**config.mk**
```make
export PLATFORM = sky130hd
export DESIGN_NAME = vga_timing_gen
export DESIGN_NICKNAME = d
export VERILOG_FILES = /design/src/rtl/vga_pkg.sv /design/src/rtl/vga_timing_gen_rgb565_unpack.sv /design/src/rtl/vga_timing_gen.sv
export SDC_FILE = /design/constraint.sdc
export NUM_CORES = 1
export LEC_CHECK = 0
export CORE_MARGIN = 4
export CORE_UTILIZATION = 40
export DETAILED_ROUTE_END_ITERATION = 8
export PLACE_DENSITY_LB_ADDON = 0.12
export SLEW_MARGIN = 25
export SYNTH_ARGS = -nofsm -noshare
export SYNTH_HDL_FRONTEND = slang
export SYNTH_HIERARCHICAL = 1
export SYNTH_SLANG_ARGS = --single-unit
```
**constraint.sdc**
```tcl
create_clock -name clk_25M -period 6.22 [get_ports clk_25M]
set_input_delay 0.933 -clock clk_25M [delete_from_list [all_inputs] [get_ports clk_25M]]
set_output_delay 0.933 -clock clk_25M [all_outputs]
set_load 0.02 [all_outputs]
```
**src/rtl/vga_pkg.sv**
```systemverilog
// Shared constants and types for the VGA timing generator and its helpers.
// Defaults describe 640x480@60 with a 25 MHz pixel clock.
package vga_pkg;

    localparam int unsigned CNT_W = 10;
    localparam int unsigned PIX_W = 16;
    localparam int unsigned FC_W  = 16;

    localparam int unsigned DEF_H_ACTIVE = 640;
    localparam int unsigned DEF_H_FP     = 16;
    localparam int unsigned DEF_H_SYNC   = 96;
    localparam int unsigned DEF_H_BP     = 48;
    localparam int unsigned DEF_V_ACTIVE = 480;
    localparam int unsigned DEF_V_FP     = 10;
    localparam int unsigned DEF_V_SYNC   = 2;
    localparam int unsigned DEF_V_BP     = 33;

    // MSB position of each field inside an RGB565 word
    localparam int unsigned RGB_R_MSB = 15;
    localparam int unsigned RGB_G_MSB = 10;
    localparam int unsigned RGB_B_MSB = 4;

    typedef enum logic [1:0] {
        MODE_PASS  = 2'b00,
        MODE_BARS  = 2'b01,
        MODE_SOLID = 2'b10,
        MODE_BLACK = 2'b11
    } mode_e;

endpackage

```
**src/rtl/vga_timing_gen_rgb565_unpack.sv**
```systemverilog
// Combinational RGB565 unpacker: optional byte swap, then keeps the top
// COLOR_BITS of each channel.
module rgb565_unpack
    import vga_pkg::*;
#(
    parameter bit          BYTE_SWAP  = 1'b1,
    parameter int unsigned COLOR_BITS = 4
) (
    input  logic [PIX_W-1:0]      rgb_in,
    output logic [COLOR_BITS-1:0] red_c,
    output logic [COLOR_BITS-1:0] green_c,
    output logic [COLOR_BITS-1:0] blue_c
);

    logic [PIX_W-1:0] p;
    logic             unused_low_bits;

    always_comb begin
        p       = BYTE_SWAP ? {rgb_in[7:0], rgb_in[15:8]} : rgb_in;
        red_c   = p[RGB_R_MSB -: COLOR_BITS];
        green_c = p[RGB_G_MSB -: COLOR_BITS];
        blue_c  = p[RGB_B_MSB -: COLOR_BITS];
    end

    // Low-order channel bits are intentionally dropped when COLOR_BITS < 5.
    assign unused_low_bits = ^p;

endmodule

```
**src/rtl/vga_timing_gen.sv**
```systemverilog
// Programmable VGA timing generator: counters, syncs, data enable, row-buffer
// pacing pulses, frame counter and pixel source selection.
module vga_timing_gen
    import vga_pkg::*;
#(
    parameter int unsigned H_ACTIVE     = DEF_H_ACTIVE,
    parameter int unsigned H_FP         = DEF_H_FP,
    parameter int unsigned H_SYNC       = DEF_H_SYNC,
    parameter int unsigned H_BP         = DEF_H_BP,
    parameter int unsigned V_ACTIVE     = DEF_V_ACTIVE,
    parameter int unsigned V_FP         = DEF_V_FP,
    parameter int unsigned V_SYNC       = DEF_V_SYNC,
    parameter int unsigned V_BP         = DEF_V_BP,
    parameter bit          HSYNC_POL    = 1'b0,
    parameter bit          VSYNC_POL    = 1'b0,
    parameter int unsigned FRAME_LEAD   = 2,
    parameter int unsigned ROW_LEAD_POS = H_ACTIVE - 1,
    parameter int unsigned COLOR_BITS   = 4,
    parameter bit          BYTE_SWAP    = 1'b1
) (
    input  logic                  clk_25M,
    input  logic                  rst_25M,
    input  logic [PIX_W-1:0]      pixel_data,
    input  logic [1:0]            mode,
    input  logic [PIX_W-1:0]      solid_rgb,
    output logic [CNT_W-1:0]      h_counter,
    output logic [CNT_W-1:0]      v_counter,
    output logic                  hsync,
    output logic                  vsync,
    output logic                  de,
    output logic [COLOR_BITS-1:0] red,
    output logic [COLOR_BITS-1:0] green,
    output logic [COLOR_BITS-1:0] blue,
    output logic                  start_frame,
    output logic                  start_row,
    output logic [FC_W-1:0]       frame_count
);

    localparam int unsigned H_TOTAL  = H_ACTIVE + H_FP + H_SYNC + H_BP;
    localparam int unsigned V_TOTAL  = V_ACTIVE + V_FP + V_SYNC + V_BP;
    localparam int unsigned HS_START = H_ACTIVE + H_FP;
    localparam int unsigned HS_END   = HS_START + H_SYNC;
    localparam int unsigned VS_START = V_ACTIVE + V_FP;
    localparam int unsigned VS_END   = VS_START + V_SYNC;
    localparam int unsigned SF_LINE  = V_TOTAL - FRAME_LEAD;
    localparam int unsigned BAR_W    = CNT_W + 3;
    localparam logic [COLOR_BITS-1:0] FULL = '1;

    mode_e mode_q;

    logic                  h_last;
    logic                  v_last;
    logic                  frame_end;
    logic                  de_nx;
    logic                  hsync_nx;
    logic                  vsync_nx;
    logic                  sf_nx;
    logic                  sr_nx;
    logic [2:0]            bar_idx;
    logic [COLOR_BITS-1:0] pass_r, pass_g, pass_b;
    logic [COLOR_BITS-1:0] solid_r, solid_g, solid_b;
    logic [COLOR_BITS-1:0] red_nx, green_nx, blue_nx;

    rgb565_unpack #(
        .BYTE_SWAP  (BYTE_SWAP),
        .COLOR_BITS (COLOR_BITS)
    ) u_unpack_pixel (
        .rgb_in  (pixel_data),
        .red_c   (pass_r),
        .green_c (pass_g),
        .blue_c  (pass_b)
    );

    rgb565_unpack #(
        .BYTE_SWAP  (1'b0),
        .COLOR_BITS (COLOR_BITS)
    ) u_unpack_solid (
        .rgb_in  (solid_rgb),
        .red_c   (solid_r),
        .green_c (solid_g),
        .blue_c  (solid_b)
    );

    // Decode of the current counter position; registered on the next edge.
    always_comb begin
        h_last    = (h_counter == CNT_W'(H_TOTAL - 1));
        v_last    = (v_counter == CNT_W'(V_TOTAL - 1));
        frame_end = h_last && v_last;
        de_nx     = (h_counter < CNT_W'(H_ACTIVE)) && (v_counter < CNT_W'(V_ACTIVE));
        hsync_nx  = (h_counter >= CNT_W'(HS_START) && h_counter < CNT_W'(HS_END))
                    ? HSYNC_POL : ~HSYNC_POL;
        vsync_nx  = (v_counter >= CNT_W'(VS_START) && v_counter < CNT_W'(VS_END))
                    ? VSYNC_POL : ~VSYNC_POL;
        sf_nx     = (h_counter == '0) && (v_counter == CNT_W'(SF_LINE));
        sr_nx     = (h_counter == CNT_W'(ROW_LEAD_POS)) && (v_counter < CNT_W'(V_ACTIVE - 1));
        bar_idx   = 3'({h_counter, 3'b000} / BAR_W'(H_ACTIVE));
    end

    // Pixel source by latched mode; blanking forces black.
    always_comb begin
        red_nx   = '0;
        green_nx = '0;
        blue_nx  = '0;
        if (de_nx) begin
            case (mode_q)
                MODE_PASS: begin
                    red_nx   = pass_r;
                    green_nx = pass_g;
                    blue_nx  = pass_b;
                end
                MODE_BARS: begin
                    red_nx   = bar_idx[2] ? FULL : '0;
                    green_nx = bar_idx[1] ? FULL : '0;
                    blue_nx  = bar_idx[0] ? FULL : '0;
                end
                MODE_SOLID: begin
                    red_nx   = solid_r;
                    green_nx = solid_g;
                    blue_nx  = solid_b;
                end
                default: begin
                    red_nx   = '0;
                    green_nx = '0;
                    blue_nx  = '0;
                end
            endcase
        end
    end

    always_ff @(posedge clk_25M) begin
        if (rst_25M) begin
            h_counter   <= '0;
            v_counter   <= CNT_W'(V_ACTIVE);
            frame_count <= '0;
            mode_q      <= MODE_BLACK;
            hsync       <= ~HSYNC_POL;
            vsync       <= ~VSYNC_POL;
            de          <= 1'b0;
            red         <= '0;
            green       <= '0;
            blue        <= '0;
            start_frame <= 1'b0;
            start_row   <= 1'b0;
        end else begin
            h_counter <= h_last ? '0 : h_counter + CNT_W'(1);
            if (h_last) begin
                v_counter <= v_last ? '0 : v_counter + CNT_W'(1);
            end
            // Mode is only taken at the frame wrap so a frame never tears.
            if (frame_end) begin
                frame_count <= frame_count + FC_W'(1);
                mode_q      <= mode_e'(mode);
            end
            hsync       <= hsync_nx;
            vsync       <= vsync_nx;
            de          <= de_nx;
            red         <= red_nx;
            green       <= green_nx;
            blue        <= blue_nx;
            start_frame <= sf_nx;
            start_row   <= sr_nx;
        end
    end

endmodule

```
Word-level counts from Yosys, hierarchy flattened
Index checks and enable logic that the tools add are counted.

word-level totals
  flip-flop bits (word level) = 55
  latch bits = 0
  memory bits (writable) = 0
  memory bits (read-only) = 0
  input bits = 36
  output and inout port bits = 53
  word-level logic and storage cells = 49
  memories kept = 0

operators by class
  add/sub/neg operators = 3
  $mul = 0
  div/mod/pow operators = 1
  magnitude comparators = 7
  equality and inequality tests = 6
  shifts and indexed selects = 0
  multiplexer cells = 9
  bitwise logic cells = 1
  reduce and logical (&&, ||, !) cells = 10

operators by type and width
  operator                                                      count
  equality test 10 bit (second input constant)                  4
  case mux 4 bit (3 select lines)                               3
  less-than comparator 10 x 9 -> 1 bit (second input constant)  3
  adder 10 x 1 -> 10 bit (second input constant)                2
  less-than comparator 10 bit (second input constant)           2
  adder 16 x 1 -> 16 bit (second input constant)                1
  divider 13 x 10 -> 13 bit (second input constant)             1
  two-way mux 4 bit                                             3
  >= comparator 10 bit (second input constant)                  1
  >= comparator 10 x 9 -> 1 bit (second input constant)         1
  logical NOT 10 bit                                            1
  two-way mux 10 bit                                            1
  logical AND 1 bit                                             6
  OR reduction 2 bit                                            2
  equality test 2 x 1 -> 1 bit (second input constant)          1
  equality test 2 bit (second input constant)                   1
  logical NOT 2 bit                                             1
  two-way mux 1 bit                                             2
  inverter 1 bit                                                1

Longest topological paths before layout
Gate-level depths: netlist of run 1.

  depth after elaboration = 4
  mapped depth = 11
  mapped depth without buffers = 10

Cells and area by module
The synthesis of run 1 kept the hierarchy.

by module, submodules not included
  module          instances  cells an instance  area an instance (sq um)  sequential area each (sq um)
  vga_timing_gen  1          401                3278.1                    1101.1
  rgb565_unpack   2          12                 90.1                      0.0

Worst setup path after synthesis of run 1
Ideal clock, no wire load.

  path type = flip-flop to flip-flop
  start = reg h_counter[0]
  end = reg blue[0]
  setup time = 0.126 ns
  arrival time = 2.731 ns
  data required time = 6.094 ns
  slack = 3.363 ns
  stages on the path, launching flop included = 12
  path buffers = 1
  clock period less this slack = 2.857 ns
  cells stage by stage = dfxtp_1 -> inv_1 -> ha_1 -> or3b_1 -> buf_2 -> or4_4 -> a21oi_2 -> o21ai_1 -> o2bb2ai_4 -> and4_1 -> nor3_1 -> o21ai_1

on the way
  longest elaborated chain between the ends = 4
  elaborated cells on any way between the ends = 7
  those cells by class = div (1); order compare (1); mux (2); bitwise (1); reduce/logical (2)

ends and longest elaborated chain
  what                                                               RTL line               source
  from (decl)                                                        vga_timing_gen.sv:26   output logic [CNT_W-1:0] h_counter,
  from (signal assigned)                                             vga_timing_gen.sv:145  h_counter <= h_last ? '0 : h_counter + CNT_W'(1);
  branches (longest 4 deep; another with divider 13 x 10 -> 13 bit)  n/a
  to (signal assigned)                                               vga_timing_gen.sv:159  blue <= blue_nx;
  to (decl)                                                          vga_timing_gen.sv:33   output logic [COLOR_BITS-1:0] blue,

Several ways; the timed one is not identified.
A chain may end at the register's enable or synchronous reset.

Worst setup path in the final report of run 1
Ends and elaborated chain as after synthesis.

==> out/qor.csv, run 1 <==
stage,metric,value,unit
run_status,outcome,finished clean,
global_route,grt_max_degree,32,
global_route,globalRoute.totalOverflow,0,
route,first_pass_iters,4,
power,power.density,152,mW/mm^2
logic_synthesis,netlist.area_leader.share,31.8,%
clocking,clk_pin_slew,0.11,ns
floorplanning,dieArea,0.0102,mm^2
layout,drive_above_1_share,6.90,%
worst_hold_path,hold_path_class,flip-flop to flip-flop,
layout,area_delta_synth_final,21.1,%
sta,fin_hold_ws,0.514,ns
setup_path,critPathLaunch,h_counter[0],
sta,final_max_slew_viol_count,0,
floorplanning,die_w,101,um
clocking,post-cts-setup-buffer-count,0,
placed_design,dp_slack,2.97,ns
setup_path,cp_max_fo,8,
sta,hold_viol,0,
power,p_comb_share,10.1,%
sta,worst_slack,2.98,ns
layout,diodes,0,
route,vias_per_cell,5.36,
floorplanning,io_pins,89,
sta,rsz0062_at_grt,no,
power,finalPower,0.000637,W
setup_path,cp-end-kind,flip-flop,
route,met3_length,562,um
setup_path,critPathSlowestCell,o211ai_1,
sta,tns,0,ns
clocking,cts_htree_levels,2,
global_route,first_global_vias,2800,
logic_synthesis,async_reset_ff_share,0,%
clocking,cts_hold_buf,0,
power,p_int,0.000470,W
setup_path,worstSetupPathType,flip-flop to flip-flop,
layout,final_common_cell,clkdlybuf4s50_1,
route,drc,0,
sta,slew-limit-headroom,36.4,%
route,detail_route.wirelength.met1,4220,um
logic_synthesis,ys_seq_elements,55,
setup_path,reg2reg_from,h_counter[0],
logic_synthesis,ys_warn_count,6,
logic_synthesis,synthCells,425,
power,seqPwrFrac,56.3,%
layout,final_cell_mix,"80 x clkdlybuf4s50_1, 55 x nor2_1, 55 x dfxtp_1",
logic_synthesis,synth_cell_types,59,
logic_synthesis,mappedNetlistArea,0.00346,mm^2
clocking,cts_sinks,55,
logic_synthesis,synth_edf_count,0,
route,vias,3052,
worst_hold_path,worstHoldStart,frame_count[10],
placed_design,gp_congestion,0.895,
logic_synthesis,synth_top_area_cell,dfxtp_1,
clocking,postCtsResizedCells,0,
power,p_leak,1.51,nW
logic_synthesis,seq_area_frac_synth,31.8,%
global_route,track_usage,16.4,%
setup_path,start_kind,flip-flop,
power,switchingPower,0.000167,W
setup_path,critPathRequiredTime,6.47,ns
route,wire_per_inst,15.0,um
route,dr.first_iter.drc_count,131,
layout,layout.nets,505,
logic_synthesis,syn_nets,467,
clocking,cts_buffers,5,
setup_path,worstPathArrival,3.50,ns
logic_synthesis,ys.flop_type,dfxtp_1,
sta,worst_slew_pin_slew,0.953,ns
sta,period_minus_slack,3.24,ns
global_route,antenna_found_initial,0,
floorplanning,core-area,0.00830,mm^2
route,dr_wl_met2,3650,um
power,pwr-share-clk,33.6,%
route,postRouteAntennaNets,0,
sta,skew,0.00980,ns
floorplanning,initial_utilization,41.7,%
placed_design,io_buffers,80,
power,ir_worst_vdd,0.115,mV
floorplanning,fp-row-count,33,
logic_synthesis,avgSynthCellArea,8.14,um^2
power,netSwitchingFraction,26.2,%
global_route,grt_pass1_wl,13800,um
sta,max_freq,308,MHz
sta,final-setup-viol-count,0,
clocking,cts_tree,built,
setup_path,slowest_delay,0.50,ns
clocking,cts_buffer_depth,2,
floorplanning,die_h,101,um
job,drv_cap,0,
clocking,clk_latency,0.32,ns
route,highest_layer,met4,
sta,period_share,52.1,%
route,finalWirelength,8540,um
logic_synthesis,yosys-top-cells-area,"dfxtp_1 32%, nor2_1 6.0%, buf_4 5.2%",
placed_design,dp_hpwl,6180,um
setup_path,path_cells,"inv_1, ha_1, nor3b_2, nand2b_1, o211ai_1, a31oi_1, a211o_1, a211oi_1, a211oi_2, o21ai_1",
clocking,cts-root-buf,clkbuf_8,
==> power groups by stage <==
stage               clock network, W  logic [W]  registers [W]
global placement                   0  0.0000632       0.000367
finish                      0.000214  0.0000643       0.000358
CTS                         0.000225  0.0000646       0.000359
detailed placement                 0  0.0000640       0.000367
global route                0.000235  0.0000709       0.000359
floorplan                          0  0.0000458       0.000366
==> cell type report <==
cell class,instances,area (um^2)
sequential,55,1100
inverter,11,41.3
multi-input combinational,309,2010
tap,105,131
clock inverter,3,27.5
fill,841,4110
timing repair buffer,81,808
clock buffer,5,68.8
==> flip-flops by register name, indices dropped and copies added, names as in the netlist <==
signal / flops
red: 4
v_counter: 10
start_row: 1
green: 4
frame_count: 16
blue: 4
h_counter: 10
hsync: 1
mode_q: 2
start_frame: 1
vsync: 1
de: 1
==> worst paths after layout <==
kind                     end  slack, ns  cells after the start
min reg2reg  frame_count[10]       0.51                      2
min          frame_count[10]       0.51                      2
max reg2reg          blue[0]       2.98                     10
max                  blue[0]       2.98                     10
==> Yosys cell counts (5+ instances only) <==
cell type and instances:
o31ai_1 5, nor2b_1 7, or3_1 7, nor4_1 5, mux2i_1 16, nand4_1 10, nor3_1 14, o21ai_0 8
nor2_1 55, buf_4 24, or2_2 9, xor2_1 19, xnor2_1 10, nand2b_1 11, nand3_1 19, a21oi_1 18
nand2_1 21, clkbuf_1 16, inv_1 11, a211oi_1 5, dfxtp_1 55, ha_1 6, o21ai_1 7
==> stage by stage <==
step / cell area [um^2] / std cells / utilization, %
finish: 4190 / 569 / 50.5
global route: 4190 / 569 / 50.5
CTS: 4190 / 569 / 50.5
detailed placement: 4090 / 561 / 49.3
global placement: 4090 / 561 / 49.3
floorplan: 3460 / 425 / -
==> cells by family (layout without fill, tap and decap cells) <==
| kind of cell | count (synthesis) | in the layout | synth area share [%] |
|---|---|---|---|
| AO/OA/AOI/OAI | 67 | 67 | 13.6 |
| XOR/XNOR | 29 | 29 | 7.34 |
| adder cells (fa/ha/maj) | 6 | 6 | 2.17 |
| buffers and inverters | 61 | 100 | 10.0 |
| flip-flops | 55 | 55 | 31.8 |
| multiplexers | 19 | 19 | 5.61 |
| AND/OR/NAND/NOR | 188 | 188 | 29.4 |
==> critical path, delay by kind of cell, from the launching register on <==
| family | cells | cell delay, ns |
|---|---|---|
| fa+ha+maj | 1 | 0.27 |
| flops | 1 | 0.48 |
| compound gates | 6 | 1.55 |
| simple gates | 2 | 0.77 |
| buf+inv | 1 | 0.12 |
==> per-layer routing <==
metal  global-route usage, %  vias up
li1                        -     1547
met5                       0        -
met1                    23.5     1406
met3                    3.53       10
met4                    4.60        0
met2                    24.8       89
No activity file was read; power rests on OpenSTA's default activity.
==> inputs of run 2 (changes only) <==
==> constraint.sdc (replaced) <==
create_clock -name clk_25M -period 3.1 [get_ports clk_25M]
set_input_delay 0.465 -clock clk_25M [delete_from_list [all_inputs] [get_ports clk_25M]]
set_output_delay 0.465 -clock clk_25M [all_outputs]
set_load 0.02 [all_outputs]
==> run 2 against run 1 <==
Via count grew 2.0%. Sequential cell count is the same. Critical path depth is the same. Sequential power grew 100%. Global-route usage grew 0.71 points. Sequential share of layout area shrank 0.79 points. Hold slack lost 0.0036 ns. First-iteration DRC count grew 18%. Clock skew shrank 0.0016 ns. Highest routed layer unchanged.
==> out/qor.csv, run 2 (synthesized netlist as in run 1, its figures left out) <==
stage,metric,value,unit,change
route,vias_per_cell,5.32,,-0.76%
route,vias,3114,,+2.0%
power,switchingPower,0.000335,W,+100%
power,pwr-share-clk,33.1,%,-0.5 points
layout,layout.nets,521,,+3.2%
placed_design,dp_hpwl,6580,um,+6.5%
global_route,grt_pass1_wl,14300,um,+3.6%
power,seqPwrFrac,55.9,%,-0.4 points
setup_path,crit_family,compound AO/OA/AOI/OAI gates,,
clocking,cts_tree,built,,
layout,largest_register_ffs,16,,unchanged
floorplanning,die_w,101,um,unchanged
power,p_leak,1.59,nW,+5.3%
layout,regMostFlops,frame_count,,
layout,drive_above_1_share,10.6,%,+3.7 points
layout,final_cell_mix,"80 x clkdlybuf4s50_1, 55 x nor2_1, 54 x dfxtp_1",,
layout,final_common_cell,clkdlybuf4s50_1,,
route,wire_per_inst,15.0,um,about the same
clocking,cts_htree_levels,2,,unchanged
sta,rsz0062_at_grt,no,,
floorplanning,dieArea,0.0102,mm^2,unchanged
sta,worst_slack,0.300,ns,-2.68 ns
power,p_comb_share,10.9,%,+0.8 points
power,p_int,0.000947,W,+100%
clocking,cts_buffer_depth,2,,unchanged
sta,final-setup-viol-count,0,,unchanged
setup_path,critPathSlowestCell,or3b_4,,
setup_path,reg2reg_from,h_counter[1],,
sta,tns,0,ns,unchanged
route,finalWirelength,8790,um,+2.9%
setup_path,path_cells,"inv_1, ha_1, or3b_4, o31a_1, o31ai_1, a31oi_1, a211o_1, a211oi_1, a211oi_2, o21ai_1",,
layout,area_delta_synth_final,25.0,%,
placed_design,gp_congestion,0.884,,-1.2%
global_route,track_usage,17.1,%,+0.71 points
global_route,first_global_vias,2977,,+6.3%
route,first_pass_iters,4,,unchanged
clocking,post-cts-setup-buffer-count,0,,unchanged
setup_path,critPathRequiredTime,3.35,ns,-3.12 ns
sta,skew,0.00817,ns,-0.00164 ns
route,dr.first_iter.drc_count,154,,+18%
sta,period_minus_slack,2.80,ns,-0.444 ns
floorplanning,die_h,101,um,unchanged
floorplanning,initial_utilization,41.7,%,unchanged
route,postRouteAntennaNets,0,,unchanged
layout,reg_top3,"frame_count: 16 flops, h_counter: 10 flops, v_counter: 10 flops",,
route,drc,0,,unchanged
clocking,cts_buffers,5,,unchanged
global_route,globalRoute.totalOverflow,0,,unchanged
sta,worst_slew_pin_slew,0.778,ns,-0.175 ns
clocking,clk_pin_slew,0.11,ns,about the same
clocking,clk_latency,0.32,ns,about the same
power,power.density,297,mW/mm^2,+95%
floorplanning,core-area,0.00830,mm^2,unchanged
setup_path,critPathLaunch,h_counter[1],,
clocking,cts-root-buf,clkbuf_8,,
placed_design,io_buffers,80,,unchanged
layout,diodes,0,,unchanged
clocking,cts_sinks,55,,unchanged
setup_path,cp_max_fo,10,,+2
power,netSwitchingFraction,26.1,%,-0.084 points
setup_path,worstPathArrival,3.05,ns,-0.45 ns
setup_path,rr_worst_depth,10,,unchanged
floorplanning,fp-row-count,33,,unchanged
sta,final_max_slew_viol_count,0,,unchanged
setup_path,start_kind,flip-flop,,
placed_design,dp_slack,0.175,ns,-2.80 ns
worst_hold_path,worstHoldStart,frame_count[9],,
sta,slew-limit-headroom,48.1,%,+12 points
sta,hold_viol,0,,unchanged
sta,max_freq,357,MHz,+16%
power,ir_worst_vdd,0.194,mV,+69%
floorplanning,io_pins,89,,unchanged
setup_path,cp_num_cells,10,,unchanged
worst_hold_path,whs_path_depth,2,,unchanged
global_route,antenna_found_initial,0,,unchanged
setup_path,crit_buf_inv,1,,unchanged
setup_path,worstSetupPathType,flip-flop to flip-flop,,
setup_path,cp-end-kind,flip-flop,,
global_route,grt_max_degree,25,,-22%
setup_path,slowest_delay,0.47,ns,-0.03 ns
run_status,outcome,finished clean,,
sta,period_share,90.3,%,+38 points
job,drv_cap,0,,unchanged
worst_hold_path,hold_path_class,flip-flop to flip-flop,,
-- run 2: cell count changes in the layout (fill, tap and decap cells not counted), sizes merged --
| cell | before | now |
|---|---|---|
| buf | 1 | 17 |
-- run 2: per-layer routing --
metal  GRT usage, %  part of all wire, %  vias to the layer above
met5              0                    0                        -
met4           4.91                 0.99                        0
met3           3.18                  6.8                        8
met2           26.8                   44                       97
met1           24.0                   49                     1431
li1               -                    -                     1578
-- run 2: final cells by class --
class                           instances  area (um^2)
Tap cell                              105          131
Multi-Input combinational cell        309         2030
Clock inverter                          3         25.0
Sequential cell                        55         1100
Clock buffer                            5         68.8
Timing Repair Buffer                   97          928
Fill cell                             793         3980
Inverter                               11         41.3
-- run 2: stage by stage --
stage	total power, W	std cells	util, %	hold slack (ns)	instance area, um^2
after floorplan	0.000826	425	-	0.552	3460
after global placement	0.000866	577	50.8	0.485	4210
after detailed placement	0.000867	577	50.8	0.499	4210
after CTS	0.00129	585	51.9	0.517	4310
after global routing	0.00134	585	52.1	0.568	4320
final	0.00128	585	52.1	0.511	4320
-- run 2: path summary, 6_finish.rpt --
check / to / slack, ns
max: blue[3] / 0.30
min: frame_count[9] / 0.51
max reg2reg: blue[3] / 0.30
min reg2reg: frame_count[9] / 0.51
-- run 2: worst reg2reg max path: cells and delay by family, from the launching register on --
family,cells,cell delay (ns)
AOI/OAI and AO/OA,7,1.54
and+or+nand+nor,1,0.47
DFF,1,0.40
adders and majority gates,1,0.25
buffers and inverters,1,0.09
-- run 2: power by group through the flow --
stage	clock (W)	sequential, W	combinational [W]
3_3_place_gp	0	0.000733	0.000133
3_5_place_dp	0	0.000733	0.000134
6_report	0.000425	0.000718	0.000140
5_1_grt	0.000466	0.000719	0.000152
2_1_floorplan	0	0.000734	0.0000919
4_1_cts	0.000440	0.000717	0.000135
-- run 2: what timing repair did --
action	CTS	global route
endpoints found under the setup margin	0	4
gates resized for setup	0	4
hold buffers	0	0
==> inputs of run 3 (changes only) <==
--- a/config.mk
+++ b/config.mk
@@ -9,8 +9,7 @@
 export CORE_UTILIZATION = 40
 export DETAILED_ROUTE_END_ITERATION = 8
 export PLACE_DENSITY_LB_ADDON = 0.12
-export SLEW_MARGIN = 25
+export SLEW_MARGIN = 20
 export SYNTH_ARGS = -nofsm -noshare
 export SYNTH_HDL_FRONTEND = slang
-export SYNTH_HIERARCHICAL = 1
 export SYNTH_SLANG_ARGS = --single-unit
==> run 3 against run 2 <==
Combinational power is 9% higher. Sequential power about the same. Via count up 6.5%. Sequential share of layout area is 1.4 points lower. Power is 0.42% higher. Critical path type unchanged. Critical endpoint is now frame_count[15]. Largest cell class unchanged.
==> out/qor.csv, run 3 <==
stage,metric,value,unit,change
logic_synthesis,synth_edf_count,0,,unchanged
power,pwr-share-clk,32.6,%,-0.5 points
logic_synthesis,ys_warn_count,0,,-6
sta,final-setup-viol-count,0,,unchanged
logic_synthesis,yosys-top-cells-area,"dfxtp_1 32%, nor2_1 6.6%, mux2i_1 4.9%",,
power,netSwitchingFraction,26.2,%,+0.060 points
run_status,outcome,finished clean,,
setup_path,critPathRequiredTime,3.36,ns,about the same
clocking,cts_htree_levels,2,,unchanged
global_route,antenna_found_initial,0,,unchanged
layout,final_area,0.00458,mm^2,+5.9%
logic_synthesis,ys_seq_elements,55,,unchanged
logic_synthesis,yosysMostFrequentCell,nor2_1,,
setup_path,worstPathArrival,3.05,ns,about the same
job,drv_cap,0,,unchanged
logic_synthesis,synthCells,420,,-1.2%
power,power.density,281,mW/mm^2,-5.2%
clocking,cts_tree,built,,
power,switchingPower,0.000338,W,+0.66%
layout,area_delta_synth_final,31.8,%,
placed_design,dp_slack,0.211,ns,+0.0366 ns
route,dr.first_iter.drc_count,92,,-40%
clocking,cts_buffer_depth,2,,unchanged
clocking,clk_latency,0.31,ns,about the same
sta,hold_viol,0,,unchanged
setup_path,start_kind,flip-flop,,
floorplanning,io_pins,89,,unchanged
floorplanning,die_w,101,um,+0.22%
logic_synthesis,synthTopCellsByCount,"61 x nor2_1, 55 x dfxtp_1, 33 x nand2_1",,
logic_synthesis,async_reset_ff_share,0,%,unchanged
sta,period_share,90.2,%,-0.11 points
power,p_leak,1.70,nW,+7.1%
floorplanning,initial_utilization,41.7,%,about the same
sta,skew,0.00747,ns,-0.000699 ns
global_route,track_usage,18.3,%,+1.1 points
route,vias,3315,,+6.5%
route,wire_per_inst,15.2,um,+1.5%
layout,diodes,0,,unchanged
global_route,globalRoute.totalOverflow,0,,unchanged
logic_synthesis,seq_area_frac_synth,31.7,%,-0.15 points
logic_synthesis,synth_top_area_cell,dfxtp_1,,
power,ir_worst_vdd,0.157,mV,-19%
layout,largest_register_ffs,16,,unchanged
logic_synthesis,ys.flop_type,dfxtp_1,,
logic_synthesis,synth_cell_types,67,,+14%
global_route,grt_max_degree,30,,+20%
logic_synthesis,avgSynthCellArea,8.27,um^2,+1.7%
placed_design,io_buffers,80,,unchanged
power,seqPwrFrac,55.5,%,-0.4 points
placed_design,gp_congestion,0.877,,-0.84%
power,p_int,0.000951,W,+0.34%
global_route,grt_pass1_wl,15500,um,+8.3%
route,finalWirelength,9340,um,+6.4%
floorplanning,fp-row-count,33,,unchanged
layout,layout.nets,549,,+5.4%
logic_synthesis,netlist.area_leader.share,31.7,%,-0.15 points
floorplanning,die_h,101,um,+0.22%
layout,final_core_util,54.9,%,+2.8 points
placed_design,detailed_place.area,0.00448,mm^2,+6.4%
clocking,cts_sinks,55,,unchanged
setup_path,cp-end-kind,flip-flop,,
sta,final_max_slew_viol_count,0,,unchanged
global_route,first_global_vias,3202,,+7.6%
sta,worst_slew_pin_slew,0.786,ns,+0.00786 ns
sta,max_freq,358,MHz,+0.12%
sta,period_minus_slack,2.80,ns,-0.00334 ns
setup_path,cp_max_fo,8,,-2
floorplanning,dieArea,0.0102,mm^2,+0.44%
logic_synthesis,syn_nets,462,,-1.1%
sta,slew-limit-headroom,47.5,%,-0.52 points
layout,reg_top3,"frame_count: 16 flops, h_counter: 10 flops, v_counter: 10 flops",,
layout,regMostFlops,frame_count,,
setup_path,worstSetupPathType,flip-flop to flip-flop,,
clocking,cts-root-buf,clkbuf_8,,
route,vias_per_cell,5.41,,+1.6%
sta,rsz0062_at_grt,no,,
layout,drive_above_1_share,12.8,%,+2.2 points
floorplanning,core-area,0.00834,mm^2,+0.50%
clocking,cts_buffers,5,,unchanged
power,p_comb_share,11.9,%,+1.0 points
placed_design,dp_hpwl,7070,um,+7.4%
logic_synthesis,mappedNetlistArea,0.00347,mm^2,+0.47%
route,postRouteAntennaNets,0,,unchanged
layout,final_common_cell,clkdlybuf4s50_1,,
route,drc,0,,unchanged
layout,final_cell_mix,"80 x clkdlybuf4s50_1, 61 x nor2_1, 54 x dfxtp_1",,
worst_hold_path,hold_path_class,flip-flop to flip-flop,,
sta,worst_slack,0.303,ns,+0.00334 ns
clocking,clk_pin_slew,0.11,ns,about the same
route,first_pass_iters,4,,unchanged
sta,tns,0,ns,unchanged
==> run 3: routing by layer <==
metal | GRT usage [%] | vias to the layer above | wire length (um)
met3 | 3.37 | 9 | 418
met2 | 30.9 | 71 | 4670
li1 | - | 1672 | -
met4 | 4.70 | 0 | 83
met5 | 0 | - | 0
met1 | 23.9 | 1563 | 4170
==> run 3: cells by family (layout without fill, tap and decap cells) <==
family,after synthesis,after routing,share of synthesized area [%]
flip-flops,55,55,31.7
multiplexers,19,19,5.55
AND/OR/NAND/NOR,197,197,31.2
AO/OA/AOI/OAI,76,76,17.1
XOR/XNOR,32,32,8.07
buffers and inverters,35,123,4.25
adder cells (fa/ha/maj),6,6,2.16
==> run 3: repair_timing <==
action,4_1_cts,5_1_grt
hold endpoints to repair,0,0
resized for setup,0,1
setup endpoints to repair,0,3
setup buffers,0,0
hold buffers,0,0
==> run 3: layout make-up <==
cell class              count  area, um^2
flip-flops and latches     55        1100
well taps                 105         131
multi-input cells         330        2230
clock inverters             3        23.8
fillers                   817        3760
inverters                  10        37.5
repair buffers            105         988
clock buffers               5        68.8
==> run 3: per-stage QoR <==
step / total power (W) / instances / hold WS, ns
6_report: 0.00129 / 613 / 0.503
5_1_grt: 0.00135 / 613 / 0.531
4_1_cts: 0.00131 / 613 / 0.503
3_5_place_dp: 0.000883 / 605 / 0.487
3_3_place_gp: 0.000883 / 605 / 0.472
2_1_floorplan: 0.000809 / 420 / 0.550
==> run 3: power by group through the flow <==
stage	Combinational (W)	Sequential, W	Clock, W
6_report	0.000153	0.000715	0.000420
5_1_grt	0.000167	0.000716	0.000463
4_1_cts	0.000153	0.000715	0.000439
3_5_place_dp	0.000152	0.000731	0
3_3_place_gp	0.000152	0.000731	0
2_1_floorplan	0.0000744	0.000734	0
==> run 3: worst paths after layout <==
path	from	end	slack [ns]	cells after the start
max reg2reg	h_counter[0]	frame_count[15]	0.30	10
min reg2reg	frame_count[15]	frame_count[15]	0.50	2
max	h_counter[0]	frame_count[15]	0.30	10
min	frame_count[15]	frame_count[15]	0.50	2
==> run 3: worst max-delay path: stages, from the launching register on <==
cell and delay, ns:
dfxtp_1 0.35, buf_4 0.15, ha_1 0.21, nand4_1 0.24
nor4_4 0.34, and3_1 0.25, and3_1 0.37, and4_1 0.30
nand2_1 0.08, or3_1 0.31, a21oi_1 0.14
